## config.mk

```make
export PLATFORM = sky130hd
export DESIGN_NAME = uart_tx_arbiter
export DESIGN_NICKNAME = d
export VERILOG_FILES = /design/src/rtl/uart_tx_arbiter.sv
export SDC_FILE = /design/constraint.sdc
export NUM_CORES = 1
export LEC_CHECK = 0
export BUFFER_PORTS_ARGS = -buffer_cell sky130_fd_sc_hd__buf_2
export CELL_PAD_IN_SITES_DETAIL_PLACEMENT = 0
export CELL_PAD_IN_SITES_GLOBAL_PLACEMENT = 1
export CORE_ASPECT_RATIO = 1.4
export CORE_UTILIZATION = 32
export CTS_BUF_LIST = sky130_fd_sc_hd__clkbuf_8
export DETAILED_ROUTE_END_ITERATION = 8
export PLACE_DENSITY_LB_ADDON = 0.08
export SETUP_SLACK_MARGIN = 0.4
export SLEW_MARGIN = 30
export SYNTH_ARGS = -nofsm -noshare
export SYNTH_HDL_FRONTEND = slang
export SYNTH_SLANG_ARGS = --single-unit
```

## constraint.sdc

```tcl
create_clock -name sys_clk -period 1.4 [get_ports sys_clk]
set_input_delay 0.14 -clock sys_clk [delete_from_list [all_inputs] [get_ports sys_clk]]
set_output_delay 0.14 -clock sys_clk [all_outputs]
set_load 0.02 [all_outputs]
```

## src/rtl/uart_tx_arbiter.sv

```systemverilog
// ----------------------------------------------------------------------------
// uart_tx_arbiter
//
// Shares a single uart_tx transmitter among NUM_REQ byte sources. Pending
// requests are served round-robin. Each accepted byte is launched with a
// one-cycle uart_send_en pulse. uart_tx_busy is then tracked through the
// frame. If busy never rises after a launch, the frame is abandoned after
// BUSY_TIMEOUT cycles.
//
// Parameters
//   NUM_REQ       number of requesters (>= 2)
//   BUSY_TIMEOUT  cycles to wait for uart_tx_busy after a launch (>= 4)
//
// Ports
//   sys_clk         in   1            system clock, rising edge
//   sys_rst         in   1            synchronous reset, active-high
//   req             in   NUM_REQ      level request per requester, held until ack
//   req_data        in   NUM_REQ*8    byte of requester i at [8*i+7:8*i]
//   req_ack         out  NUM_REQ      one-cycle pulse: byte of requester i taken
//   uart_tx_busy    in   1            busy flag from uart_tx
//   uart_send_en    out  1            one-cycle launch pulse to uart_tx
//   uart_send_data  out  8            launched byte, held until the next launch
//   grant_id        out  IDW          index of the last granted requester
//   busy_timeout    out  1            one-cycle pulse: launched byte never saw busy
//   arb_idle        out  1            high while the arbiter is idle
// ----------------------------------------------------------------------------
module uart_tx_arbiter #(
    parameter int unsigned NUM_REQ      = 2,
    parameter int unsigned BUSY_TIMEOUT = 16,
    localparam int unsigned IDW         = $clog2(NUM_REQ)
) (
    input  logic                   sys_clk,
    input  logic                   sys_rst,
    input  logic [NUM_REQ-1:0]     req,
    input  logic [NUM_REQ*8-1:0]   req_data,
    output logic [NUM_REQ-1:0]     req_ack,
    input  logic                   uart_tx_busy,
    output logic                   uart_send_en,
    output logic [7:0]             uart_send_data,
    output logic [IDW-1:0]         grant_id,
    output logic                   busy_timeout,
    output logic                   arb_idle
);

    localparam int unsigned CW = $clog2(BUSY_TIMEOUT) + 1;

    typedef enum logic [1:0] {
        S_IDLE,
        S_LAUNCH,
        S_WAIT_BUSY,
        S_WAIT_DONE
    } state_t;

    // Registered state and outputs
    state_t                r_state;
    logic [NUM_REQ-1:0]    r_ack;
    logic                  r_send_en;
    logic [7:0]            r_data;
    logic [IDW-1:0]        r_gid;
    logic [IDW-1:0]        r_ptr;
    logic [CW-1:0]         r_cnt;
    logic                  r_to;

    // Next-state values
    state_t                w_state_nxt;
    logic [NUM_REQ-1:0]    w_ack_nxt;
    logic                  w_send_en_nxt;
    logic [7:0]            w_data_nxt;
    logic [IDW-1:0]        w_gid_nxt;
    logic [IDW-1:0]        w_ptr_nxt;
    logic [CW-1:0]         w_cnt_nxt;
    logic                  w_to_nxt;

    // Arbitration results
    logic                  w_found;
    logic [IDW-1:0]        w_pick;
    logic [7:0]            w_pick_data;
    logic [CW-1:0]         w_cnt_inc;

    // Round-robin scan: the requester after the last grant is looked at
    // first, wrapping modulo NUM_REQ, and the first set request wins.
    always_comb begin : arb_scan
        int unsigned idx;
        idx     = 0;
        w_found = 1'b0;
        w_pick  = '0;
        for (int unsigned k = 1; k <= NUM_REQ; k++) begin
            idx = (32'(r_ptr) + k) % NUM_REQ;
            if (!w_found && 1'(req >> idx)) begin
                w_found = 1'b1;
                w_pick  = IDW'(idx);
            end
        end
    end

    assign w_pick_data = 8'(req_data >> (8 * 32'(w_pick)));

    // Saturating increment of the busy-wait counter
    assign w_cnt_inc = (r_cnt == '1) ? r_cnt : r_cnt + 1'b1;

    always_comb begin : next_state
        w_state_nxt   = r_state;
        w_ack_nxt     = '0;
        w_send_en_nxt = 1'b0;
        w_data_nxt    = r_data;
        w_gid_nxt     = r_gid;
        w_ptr_nxt     = r_ptr;
        w_cnt_nxt     = r_cnt;
        w_to_nxt      = 1'b0;
        case (r_state)
            S_IDLE: begin
                // A busy transmitter blocks every grant.
                if (w_found && !uart_tx_busy) begin
                    w_ack_nxt     = NUM_REQ'(1) << w_pick;
                    w_send_en_nxt = 1'b1;
                    w_data_nxt    = w_pick_data;
                    w_gid_nxt     = w_pick;
                    w_ptr_nxt     = w_pick;
                    w_state_nxt   = S_LAUNCH;
                end
            end
            S_LAUNCH: begin
                w_cnt_nxt   = '0;
                w_state_nxt = S_WAIT_BUSY;
            end
            S_WAIT_BUSY: begin
                if (uart_tx_busy) begin
                    w_state_nxt = S_WAIT_DONE;
                end else begin
                    w_cnt_nxt = w_cnt_inc;
                    // Abandon the frame: the byte counts as consumed and the
                    // pointer stays on its requester.
                    if (w_cnt_inc >= CW'(BUSY_TIMEOUT - 1)) begin
                        w_to_nxt    = 1'b1;
                        w_state_nxt = S_IDLE;
                    end
                end
            end
            S_WAIT_DONE: begin
                if (!uart_tx_busy) begin
                    w_state_nxt = S_IDLE;
                end
            end
            default: begin
                w_state_nxt = S_IDLE;
            end
        endcase
    end

    always_ff @(posedge sys_clk) begin
        if (sys_rst) begin
            r_state   <= S_IDLE;
            r_ack     <= '0;
            r_send_en <= 1'b0;
            r_data    <= '0;
            r_gid     <= '0;
            r_ptr     <= IDW'(NUM_REQ - 1);
            r_cnt     <= '0;
            r_to      <= 1'b0;
        end else begin
            r_state   <= w_state_nxt;
            r_ack     <= w_ack_nxt;
            r_send_en <= w_send_en_nxt;
            r_data    <= w_data_nxt;
            r_gid     <= w_gid_nxt;
            r_ptr     <= w_ptr_nxt;
            r_cnt     <= w_cnt_nxt;
            r_to      <= w_to_nxt;
        end
    end

    assign req_ack        = r_ack;
    assign uart_send_en   = r_send_en;
    assign uart_send_data = r_data;
    assign grant_id       = r_gid;
    assign busy_timeout   = r_to;
    assign arb_idle       = (r_state == S_IDLE);

endmodule

```

**Word level (Yosys, flattened, before mapping)**

Index checks and enable logic that the tools add are counted.

- Register bits: 21
- Bits in latches: 0
- Memory bits (writable): 0
- Bits in read-only memories: 0
- Output and inout bits: 14
- Memories kept: 0

- Add/sub/neg operators: 3
- Multipliers: 0
- Div/mod/pow operators: 0
- Magnitude comparators: 1
- Equal/unequal tests: 8
- Shift-type cells: 4
- Mux-type cells: 14
- Bitwise operators: 3
- Reductions and logical operators: 12

Operator list:

| kind | number |
|---|---|
| $shr 16x4->8 | 1 |
| $mux 5 | 2 |
| $pmux 5 s2 | 1 |
| $mux 2 | 4 |
| $pmux 2 s4 | 1 |
| $mux 1 | 6 |
| $reduce_or 3->1 | 2 |
| $add 5x1->5 const B | 1 |
| $eq 5x5->1 const B | 1 |
| $ge 5x4->1 const B | 1 |
| $eq 2x2->1 const B | 2 |
| $ne 2x2->1 const B | 2 |
| $reduce_and 2->1 | 2 |
| $shr 2x1->1 | 2 |
| $ne 3x3->1 const B | 1 |
| $not 1->1 | 3 |
| $reduce_and 3->1 | 1 |
| $add 1x1->1 const B | 2 |
| $eq 2x1->1 const B | 1 |
| $logic_and 1x1->1 | 2 |
| $logic_not 1->1 | 2 |
| $logic_not 2->1 | 1 |
| $ne 2x1->1 const B | 1 |
| $reduce_bool 2->1 | 1 |
| other kinds (2) | 2 |

**Logic depth before layout (Yosys ltp)**

- Depth in word-level cells: 9
- Gate-level depth with buffers: 5

**Worst setup path before layout**

OpenSTA, ideal clock, no wires.

- Path type: reg2reg
- From: register r_cnt[0]
- To: register r_state[1]
- Library setup time: 0.074 ns
- Arrival time: 1.353 ns
- Required time: 1.326 ns
- Slack: -0.027 ns
- Stages on the path, launching flop included: 6
- Cells stage by stage: dfxtp_1 -> ha_1 -> or2_2 -> a311oi_1 -> nand3b_1 -> a31oi_1

- Longest elaborated chain between the ends: 5
- Elaborated cells on any way between the ends: 6

Ends and longest elaborated chain:

| what | line | text |
|---|---|---|
| start: declaration | 61 | `logic [CW-1:0] r_cnt;` |
| start signal: assignment | 167 | `r_cnt <= w_cnt_nxt;` |
| $add 5x1->5 / $eq 5x5->1 (equally long branches) | 99 | `assign w_cnt_inc = (r_cnt == '1) ? r_cnt : r_cnt + 1'b1;` |
| $mux 5 * | 99 |  |
| $ge 5x4->1 * | 133 | `if (w_cnt_inc >= CW'(BUSY_TIMEOUT - 1)) begin` |
| $ne 3x3->1 (no source line) * | - |  |
| $reduce_and 3->1 (no source line) * | - |  |
| end signal: assignment | 161 | `r_state <= w_state_nxt;` |
| end: declaration | 55 | `state_t r_state;` |

Mark *: on every way between the ends. The rest lies on a longest branch, timed or not.
A chain may end at the register's enable or synchronous reset.

**Worst setup path in the final report**

Ends and elaborated chain as after synthesis.

==> results.txt <==
status -> finished with violations
failing checks -> setup timing
Mapped Nets -> 129
final setup vio count -> 1
synthesis-stage register bit count -> 21
Synth top area share -> 44.9%
arrival time of the worst setup path -> 1.59 ns
Ys Warns -> 0
RSZ-0062 raised after global routing -> true
Psw -> 0.485 mW
Post-synth EDFFs -> 0
Initial Util -> 34.7%
TritonCTS clock tree -> built
drt first-iter violations -> 28
ys flop type -> dfxtp_1
Syn Inst Count -> 107
GR Overflow Total -> 0
ant diodes -> 0
nets -> 186
share of cells above drive strength 1 -> 57.1%
sw frac -> 31.0%
Worst Setup Start Kind -> flop
crit path time final -> 1.40 ns
Clock Latency Late Sink -> 0.26 ns
Register-to-Register Path Depth -> 5
first-pass GRT wire length -> 4070 um
WL final -> 2770 um
Layout Skew -> 0.00244 ns
area of the multi-input gates -> 624 um2
Crit Path Max Fanout -> 4
PD cells -> 1030 nW/um2
Std-Cell Core Area -> 2700 um2
Post-CTS Hold Buffers -> 0
period utilization -> 100%
io pins -> 35
Lkg Pwr -> 0.670 nW
sequential share of the synthesized area -> 44.9%
PnR worst setup slack -> -0.000736 ns
asr flop ratio synth -> 0%
Via density -> 5.04
required time worst endpoint -> 1.59 ns
Total GRT Usage -> 18.1%
top cells by area, synth -> dfxtp_1 45%, o22ai_1 5.3%, nor2_1 5.2%
Post-DP HPWL -> 1770 um
Die Wd -> 47.7 um
type of the worst setup path -> reg2reg
die area -> 3150 um2
Clock Path Buffers -> 2
Syn Std Cell Area -> 937 um2
# clock sinks -> 21
initial antenna violation count -> 0
DR vias -> 1,003
Antenna Violating Nets Remaining -> 0
Final Util -> 56.3%
Placement Setup Slack -> 0.0437 ns
Least-Margin Pin Slew -> 0.380 ns
Max IR drop VDD -> 510 uV
largest net degree at the start of global routing -> 14
FF+latch area -> 428 um2
Slew HR -> 74.6%
DRC -> 0
root buf cell -> clkbuf_8
largest area contributor in the synthesized netlist -> dfxtp_1
first drt pass iteration count -> 4
Worst-path clk slew -> 0.08 ns
commonest non-fill, non-tap cells in the layout -> 33 x buf_2, 17 x dfxtp_1, 16 x buf_4, 8 x o22ai_1, 8 x nor2_1
CTS H-tree depth -> 1
clock share of power -> 25.0%
commonest non-fill, non-tap cell in the layout -> buf_2
number of I/O port buffers -> 34
hold depth -> 3
Final GP Congestion -> 0.741
WL/cell -> 13.9 um
TritonCTS Buffers -> 3
combinational fraction of design power -> 31.9%
setup_tns -> -0.000736 ns
Die H -> 66.0 um
vias in the first global route -> 953
Filler cells -> 263
max cap viols -> 0
Netlist cell types -> 35
area grow syn2layout -> 61.9%
Hold Vio Cnt, Final -> 0
Sequential Power Share -> 43.1%
Cell Rows -> 22
internal power -> 1.08 mW
Max Freq -> 714 MHz
fin. max-slew vios -> 0
synthesized area per cell -> 8.76 um2
CP Capture Type -> flop
Hold/Removal Path Class -> in2reg
per-stage QoR:
step / total power, mW / hold slack (ns) / cell area (um2) / cells
6_report: 1.57 / 0.166 / 1520 / 199
5_1_grt: 1.64 / 0.178 / 1520 / 199
4_1_cts: 1.50 / 0.160 / 1400 / 194
3_5_place_dp: 1.03 / 0.444 / 1230 / 181
3_3_place_gp: 1.03 / 0.424 / 1230 / 181
2_1_floorplan: 0.910 / 0.219 / 983 / 107
final timing paths:
kind	start	end	slack (ns)
worst min register to register	grant_id$_SDFFE_PP0P_	grant_id$_SDFFE_PP0P_	0.50
worst max-delay path	r_cnt[0]$_SDFFE_PP0P_	r_state[1]$_SDFFE_PP0P_	-0.0007
worst max register to register	r_cnt[0]$_SDFFE_PP0P_	r_state[1]$_SDFFE_PP0P_	-0.0007
worst min-delay path	req_data[1]	uart_send_data[1]$_SDFFE_PP0P_	0.17
cell usage after synthesis, types with 2 or more instances:
master	n
a211oi_1	4
a21oi_1	8
a2bb2oi_1	2
a31oi_1	2
and3_1	3
dfxtp_1	21
inv_1	3
nand2_1	7
nor2_1	13
nor2b_1	2
nor3_1	3
o21ai_0	9
o22ai_1	8
state kept, by name, indices dropped and copies added (netlist names):
| register | count |
|---|---|
| grant_id | 1 |
| uart_send_en | 1 |
| busy_timeout | 1 |
| r_ptr | 1 |
| req_ack | 2 |
| uart_send_data | 8 |
| r_cnt | 5 |
| r_state | 2 |
worst max-delay path, stage by stage, from the launching register on:
cell and delay, ns:
dfxtp_4 0.36, ha_4 0.17, or2_4 0.23, a311oi_2 0.33
nand3b_1 0.12, a31oi_1 0.13
metal layers:
layer | share of wire, % | track usage, % | up-vias
met1 | 42 | 20.9 | 469
li1 | - | - | 506
met2 | 54 | 30.9 | 24
met4 | 1.0 | 9.03 | 0
met3 | 2.4 | 2.46 | 4
met5 | 0 | 0 | -
area by class of cell:
cell class / instances / share of cell area [%]
Clock buffer: 3 / 2.72
Clock inverter: 1 / 0.247
Inverter: 3 / 0.742
Multi-Input combinational cell: 79 / 41.1
Sequential cell: 21 / 28.2
Tap cell: 36 / 2.97
Timing Repair Buffer: 56 / 24.0
power groups by stage:
stage	clock network [mW]	logic (mW)	registers (mW)
3_3_place_gp	0	0.351	0.680
2_1_floorplan	0	0.188	0.722
5_1_grt	0.422	0.535	0.682
3_5_place_dp	0	0.353	0.681
6_report	0.392	0.499	0.676
4_1_cts	0.402	0.430	0.671
cell families after synthesis:
logic type	after synthesis	synth area share [%]
AND/OR/NAND/NOR	39	23.8
flip-flops	21	44.9
adder cells (fa/ha/maj)	1	1.33
buffers and inverters	7	4.14
AO/OA/AOI/OAI	39	25.9
what timing repair did:
action / CTS / global route
resized for setup: 16 / 21
pin swaps: 16 / 14
setup buffers: 9 / 5
setup endpoints to repair: 21 / 22
No activity file was read; power rests on OpenSTA's default activity.
